--- config.mk ---
export PLATFORM = sky130hd
export DESIGN_NAME = booth_seq_mult_flat
export DESIGN_NICKNAME = d
export VERILOG_FILES = /design/src/rtl/booth_seq_mult_if.sv /design/src/rtl/booth_seq_mult.sv /design/src/flat_wrapper.sv
export SDC_FILE = /design/constraint.sdc
export NUM_CORES = 1
export LEC_CHECK = 0
export BUFFER_PORTS_ARGS = -buffer_cell sky130_fd_sc_hd__buf_2
export CAP_MARGIN = 20
export CORE_ASPECT_RATIO = 1.25
export CORE_MARGIN = 2
export CORE_UTILIZATION = 44
export DETAILED_ROUTE_END_ITERATION = 12
export PLACE_DENSITY_LB_ADDON = 0.15
export SYNTH_ARGS = -nofsm -noshare
export SYNTH_HDL_FRONTEND = slang
export SYNTH_SLANG_ARGS = --single-unit
--- constraint.sdc ---
create_clock -name clk -period 6 [get_ports clk]
set_input_delay 0.6 -clock clk [delete_from_list [all_inputs] [get_ports clk]]
set_output_delay 0.6 -clock clk [all_outputs]
set_load 0.005 [all_outputs]
--- src/rtl/booth_seq_mult_if.sv ---
// booth_seq_mult_if: operand/product handshake bundle for booth_seq_mult
//   in_valid/in_ready/in_a/in_b : operand pair handshake (master -> slave)
//   abort                       : cancel the operation in flight
//   out_valid/out_ready/product : product handshake (slave -> master)
//   busy                        : slave is retiring Booth digits
interface booth_seq_mult_if #(
    parameter int WIDTH  = 24,
    parameter int HIDDEN = 1
);
    logic                      in_valid;
    logic                      in_ready;
    logic [WIDTH-HIDDEN-1:0]   in_a;
    logic [WIDTH-HIDDEN-1:0]   in_b;
    logic                      abort;
    logic                      out_valid;
    logic                      out_ready;
    logic [2*WIDTH-1:0]        product;
    logic                      busy;
    modport master (
        output in_valid, in_a, in_b, abort, out_ready,
        input  in_ready, out_valid, product, busy
    );
    modport slave (
        input  in_valid, in_a, in_b, abort, out_ready,
        output in_ready, out_valid, product, busy
    );
endinterface

--- src/rtl/booth_seq_mult.sv ---
// booth_seq_mult: sequential radix-4 Booth unsigned multiplier, DPC digits per clock
//   clk, rst : clock, asynchronous active-high reset
//   bus      : booth_seq_mult_if slave (operands in, product out, abort, busy)
module booth_seq_mult #(
    parameter int WIDTH  = 24,
    parameter int HIDDEN = 1,
    parameter int DPC    = 1
) (
    input logic              clk,
    input logic              rst,
    booth_seq_mult_if.slave  bus
);
    localparam int NDIG = WIDTH / 2 + 1;
    localparam int AW   = 2 * WIDTH + 2;
    localparam int BSW  = 2 * NDIG + 1 + 2 * DPC;
    localparam int IW   = $clog2(NDIG + DPC + 1);

    typedef enum logic [1:0] {IDLE, BUSY, DONE} stateT;

    stateT           state, nextState;
    logic [WIDTH-1:0] opA, opB;
    logic [AW-1:0]   acc, accNext, aSh, m;
    logic [BSW-1:0]  bSh;
    logic [2:0]      d;
    logic [IW-1:0]   idx;
    logic [2*WIDTH-1:0] productReg;
    logic            accept, lastStep;

    if (HIDDEN != 0) begin : gHidden
        assign opA = {1'b1, bus.in_a};
        assign opB = {1'b1, bus.in_b};
    end else begin : gPlain
        assign opA = bus.in_a;
        assign opB = bus.in_b;
    end

    assign accept   = state == IDLE && bus.in_valid && !bus.abort;
    assign lastStep = idx + IW'(DPC) >= IW'(NDIG);

    assign bus.in_ready  = state == IDLE;
    assign bus.busy      = state == BUSY;
    assign bus.out_valid = state == DONE;
    assign bus.product   = productReg;

    always_ff @(posedge clk or posedge rst) begin
        if (rst) state <= IDLE;
        else     state <= nextState;
    end

    always_comb begin
        nextState = state;
        case (state)
            IDLE:    nextState = accept ? BUSY : IDLE;
            BUSY:    nextState = bus.abort ? IDLE : lastStep ? DONE : BUSY;
            DONE:    nextState = (bus.abort || bus.out_ready) ? IDLE : DONE;
            default: nextState = IDLE;
        endcase
    end

    // aSh holds A pre-weighted by 4^idx and bSh holds the recoding window of B
    // already shifted down, so digit j of this step reads bSh[2j+2:2j] and
    // its weight is aSh << 2j; no barrel shifter on the accumulator.
    always_comb begin
        accNext = acc;
        d = '0;
        m = '0;
        for (int j = 0; j < DPC; j++) begin
            d = bSh[2*j +: 3];
            m = aSh << (2 * j);
            accNext = accNext + ((d == 3'b011) ? m << 1 :
                                 (d == 3'b100) ? -(m << 1) :
                                 (d == 3'b001 || d == 3'b010) ? m :
                                 (d == 3'b101 || d == 3'b110) ? -m : '0);
        end
    end

    always_ff @(posedge clk or posedge rst) begin
        if (rst) begin
            acc        <= '0;
            aSh        <= '0;
            bSh        <= '0;
            idx        <= '0;
            productReg <= '0;
        end else if (accept) begin
            acc <= '0;
            aSh <= AW'(opA);
            bSh <= {{(BSW-WIDTH-1){1'b0}}, opB, 1'b0};
            idx <= '0;
        end else if (state == BUSY) begin
            acc <= accNext;
            aSh <= aSh << (2 * DPC);
            bSh <= bSh >> (2 * DPC);
            idx <= idx + IW'(DPC);
            if (lastStep && !bus.abort) productReg <= accNext[2*WIDTH-1:0];
        end
    end
endmodule

--- src/flat_wrapper.sv ---
// flat-port wrapper written by rule: the top's interface ports become plain ports
module booth_seq_mult_flat 
#(
    parameter int WIDTH  = 24,
    parameter int HIDDEN = 1,
    parameter int DPC    = 1
)
  (clk, rst, bus_in_valid, bus_in_a, bus_in_b, bus_abort, bus_out_ready, bus_in_ready, bus_out_valid, bus_product, bus_busy);
  booth_seq_mult_if #(.WIDTH(WIDTH), .HIDDEN(HIDDEN)) bus_i ();
  input logic clk;
  input logic rst;
  input wire logic [$bits(bus_i.in_valid)-1:0] bus_in_valid;
  input wire logic [$bits(bus_i.in_a)-1:0] bus_in_a;
  input wire logic [$bits(bus_i.in_b)-1:0] bus_in_b;
  input wire logic [$bits(bus_i.abort)-1:0] bus_abort;
  input wire logic [$bits(bus_i.out_ready)-1:0] bus_out_ready;
  output wire logic [$bits(bus_i.in_ready)-1:0] bus_in_ready;
  output wire logic [$bits(bus_i.out_valid)-1:0] bus_out_valid;
  output wire logic [$bits(bus_i.product)-1:0] bus_product;
  output wire logic [$bits(bus_i.busy)-1:0] bus_busy;
  assign bus_i.in_valid = bus_in_valid;
  assign bus_i.in_a = bus_in_a;
  assign bus_i.in_b = bus_in_b;
  assign bus_i.abort = bus_abort;
  assign bus_i.out_ready = bus_out_ready;
  assign bus_in_ready = bus_i.in_ready;
  assign bus_out_valid = bus_i.out_valid;
  assign bus_product = bus_i.product;
  assign bus_busy = bus_i.busy;
  booth_seq_mult #(.WIDTH(WIDTH), .HIDDEN(HIDDEN), .DPC(DPC)) u_core (.clk(clk), .rst(rst), .bus(bus_i));
endmodule
==> summary.txt <==
Clock tree
  • CTS H-tree depth: 4
  • Clock Latency Late Sink: 0.46 ns
  • CTS Root Cell: clkbuf_16
  • TritonCTS clock tree: yes
  • Hold buffer count at cts: 0
  • CTS buffer count: 17
  • Setup repair bufs after CTS: 0
  • Reg clk slew, reported paths: 0.08 ns
  • CTS Sinks: 175
  • CTS Buffer Depth: 2

Logic synthesis
  • Netlist cell types: 77
  • Synth warn: 0
  • Dominant synthesized flop cell: dfrtp_1
  • Leading area contributor after synthesis: dfrtp_1
  • Cell area after synthesis: 12,800 um2
  • Synth area leaders: dfrtp_1, nand2_1, ha_1, a21oi_1, o21ai_0
  • Syn Nets: 1,707
  • Synth async-reset ratio: 100%
  • Gate Count Post-Synth: 1,590
  • Number of synthesized flops with an enable pin: 0
  • Top cell type's share of synthesized area: 34.3%
  • Avg Cell Area, Syn: 8.02 um2
  • Yosys reg bits: 175
  • Seq/Total Area, Yosys: 34.3%

Setup path
  • Worst Setup End Kind: flip-flop
  • WP data arrival: 6.12 ns
  • Startpoint types: flip-flop
  • Setup CP Type: reg2reg
  • Slowest cell on crit path: or4b_2
  • CP cell instances: or4_1 -> or3_4 -> or3_4 -> or3_1 -> or3_4 -> nor4_4 -> xor2_1 -> maj3_1 -> a211oi_2 -> ha_1 -> a21oi_1 -> inv_1 -> or4b_2 -> a2111oi_4 -> o21ai_2 -> buf_4 -> nand3_1 -> nand2_1 -> xor2_1 -> mux2_2
  • Reg2Reg Setup Slack: 0.22 ns
  • Crit-path most repeated cell: or3_4
  • Critical Path Fanout Max: 4
  • Largest stage delay, worst path: 0.67 ns
  • CP bufs+invs: 2
  • Required @ worst endpoint: 6.34 ns
  • CP delay by family, top: simple AND/OR/NAND/NOR gates

Timing
  • Final hold violation count: 0
  • Slew Viols, Final: 0
  • Tmin final: 5.78 ns
  • Period utilisation layout: 96.3%
  • Fmax: 0.173 GHz
  • Final clock skew: 0.0148 ns
  • PnR worst setup slack: 0.219 ns
  • Final setup fails: 0
  • Slew @ Worst Pin: 0.978 ns
  • Slew margin rel.: 34.8%

Floorplan
  • Core Rows: 69
  • Top Ports: 102
  • Initial Utilization: 44.8%
  • Die height: 194 um
  • Full die area: 30,400 um2
  • Core area: 28,500 um2
  • Die Width: 156 um

GRT
  • Gr usage total: 26.6%
  • Vias in the first global route: 11,700
  • Initial antenna violation count: 0
  • Largest net degree at the start of global routing: 83
  • Grt total ovfl: 0
  • First-pass GRT wire length: 63,700 um

Final layout
  • Layout Cells excl Fill: 2,018
  • Area delta synth->final: 13.1%
  • Diodes inserted: 0
  • Layout cells sized above 1: 15.3%
  • FILL cells: 2,795
  • Area of the multi-input gates: 7860 um2
  • Reg area: 4380 um2
  • Fin area: 14,400 um2
  • NumNets Final: 1,767

Placement
  • DP HPWL: 28,100 um
  • Port Buf Inserts: 101
  • RePlAce Congestion: 0.901
  • Place WS: 0.000294 ns
  • Placed Area: 13,800 um2
  • Post-placement cell count: 1,986

Power and ir drop
  • Pleak: 0.00677 uW
  • Tot Pwr: 9080 uW
  • Pwr dens: 629 nW/um2
  • Max IR drop VDD: 0.232 mV

Routing
  • ANT nets after route: 0
  • DR WL met2: 20,100 um
  • Wirelength per Cell: 20.0 um
  • Top sig layer: met4
  • Drt drc: 0
  • Via-to-Cell Ratio: 6.02
  • Vias: 12,200
  • DRT met1 WL: 16,800 um
  • Final WL: 40,300 um
  • DR iter-0 viols: 868
  • Met3 Wirelength: 1850 um
  • TritonRoute pass-1 iters: 5

Run
  • Maxcap violations: 0

Status
  • Status: finished clean

Hold path
  • Hold Crit Class: in2async
final cells by class:
cell class,instances,share of cell area [%]
well taps,355,3.08
flip-flops and latches,175,30.4
repair buffers,172,7.28
inverters,26,0.720
clock buffers,20,3.09
clock inverters,12,1.01
multi-input cells,1258,54.5
path summary, 6_finish.rpt:
kind / cells past startpoint / endpoint / startpoint
max in group asynchronous: 3 / u_core.bSh[2] / rst
worst max register to register: 20 / u_core.bus.product[36] / u_core.aSh[0]
worst max-delay path: 20 / u_core.bus.product[36] / u_core.aSh[0]
worst min-delay path: 2 / u_core.bus.product[18] / rst
worst min register to register: 2 / u_core.bus.product[8] / u_core.bus.product[8]
min in group clk: 3 / u_core.bSh[23] / bus_in_b[22]
cell families (layout without fill, tap and decap cells):
kind of cell | Yosys count | in the layout | synth area share, %
simple gates | 569 | 569 | 20.6
compound gates | 515 | 515 | 25.9
flops | 175 | 175 | 34.3
buf+inv | 157 | 230 | 4.82
fa+ha+maj | 80 | 80 | 7.63
xor+xnor | 80 | 80 | 5.60
mux | 14 | 14 | 1.15
timing repair:
action,4_1_cts,5_1_grt
endpoints found under the setup margin,4,28
resized for setup,1,9
pin swaps,0,5
power breakdown:
group / switching, uW / total, uW / internal [uW] / leakage, uW
registers: 368 / 1930 / 1570 / 0.00230
clock network: 535 / 1170 / 636 / 0.000289
logic: 3660 / 5970 / 2310 / 0.00418
through the flow:
stage	util, %	hold slack (ns)	TNS (ns)
5_1_grt	50.7	0.339	-0.00370
6_report	50.7	0.298	0
2_1_floorplan	-	0.446	0
3_3_place_gp	48.4	0.454	0
3_5_place_dp	48.4	0.459	0
4_1_cts	50.5	0.318	0
worst reg2reg max path: stages, from the launching register on:
cell and delay, ns:
dfrtp_1 0.38, or4_1 0.58, or3_4 0.37, or3_4 0.37, or3_1 0.34, or3_4 0.36
nor4_4 0.17, xor2_1 0.13, maj3_1 0.38, a211oi_2 0.21, ha_1 0.28, a21oi_1 0.13
inv_1 0.07, or4b_2 0.67, a2111oi_4 0.27, o21ai_2 0.11, buf_4 0.17, nand3_1 0.16
nand2_1 0.09, xor2_1 0.16, mux2_2 0.27
layout by cell type, fill, tap and decap left out, types with 12 or more instances in the layout:
| master | n |
|---|---|
| a21o_1 | 28 |
| a21oi_1 | 152 |
| a221oi_1 | 13 |
| a22o_1 | 21 |
| a22oi_1 | 44 |
| buf_2 | 101 |
| buf_4 | 70 |
| clkbuf_16 | 17 |
| dfrtp_1 | 174 |
| ha_1 | 65 |
| inv_1 | 23 |
| maj3_1 | 14 |
| nand2_1 | 286 |
| nand3_1 | 55 |
| nor2_1 | 80 |
| nor3_1 | 39 |
| o211ai_1 | 16 |
| o21ai_0 | 113 |
| o22ai_1 | 19 |
| or3_1 | 17 |
| or4_1 | 12 |
| xnor2_1 | 46 |
| xor2_1 | 33 |
per-layer routing:
metal | vias to the layer above | track usage, %
li1 | 5873 | -
met1 | 5861 | 33.5
met2 | 356 | 45.8
met3 | 67 | 3.12
met4 | 0 | 11.8
met5 | - | 0
synth_stat cells (8+ instances only):
cell and instances:
a211oi_1 12, a21o_1 28, a21oi_1 154, a221oi_1 14, a22o_1 21, a22oi_1 44
a31oi_1 10, and3_1 8, buf_1 11, clkbuf_1 110, dfrtp_1 175, ha_1 65
inv_1 24, maj3_1 14, mux2i_1 9, nand2_1 288, nand3_1 55, nand4_1 11
nor2_1 82, nor3_1 39, nor4_1 10, o211ai_1 16, o21a_1 8, o21ai_0 115
o21bai_1 10, o221ai_1 8, o22ai_1 19, o31ai_1 11, or3_1 17, or4_1 12
xnor2_1 46, xor2_1 33
sequential cells by signal, indices dropped and copies added, names as in the netlist:
signal,flops
u_core.state,2
u_core.bus.product,48
u_core.aSh,48
u_core.acc,48
u_core.bSh,25
u_core.idx,4
No activity file was read; power rests on OpenSTA's default activity.
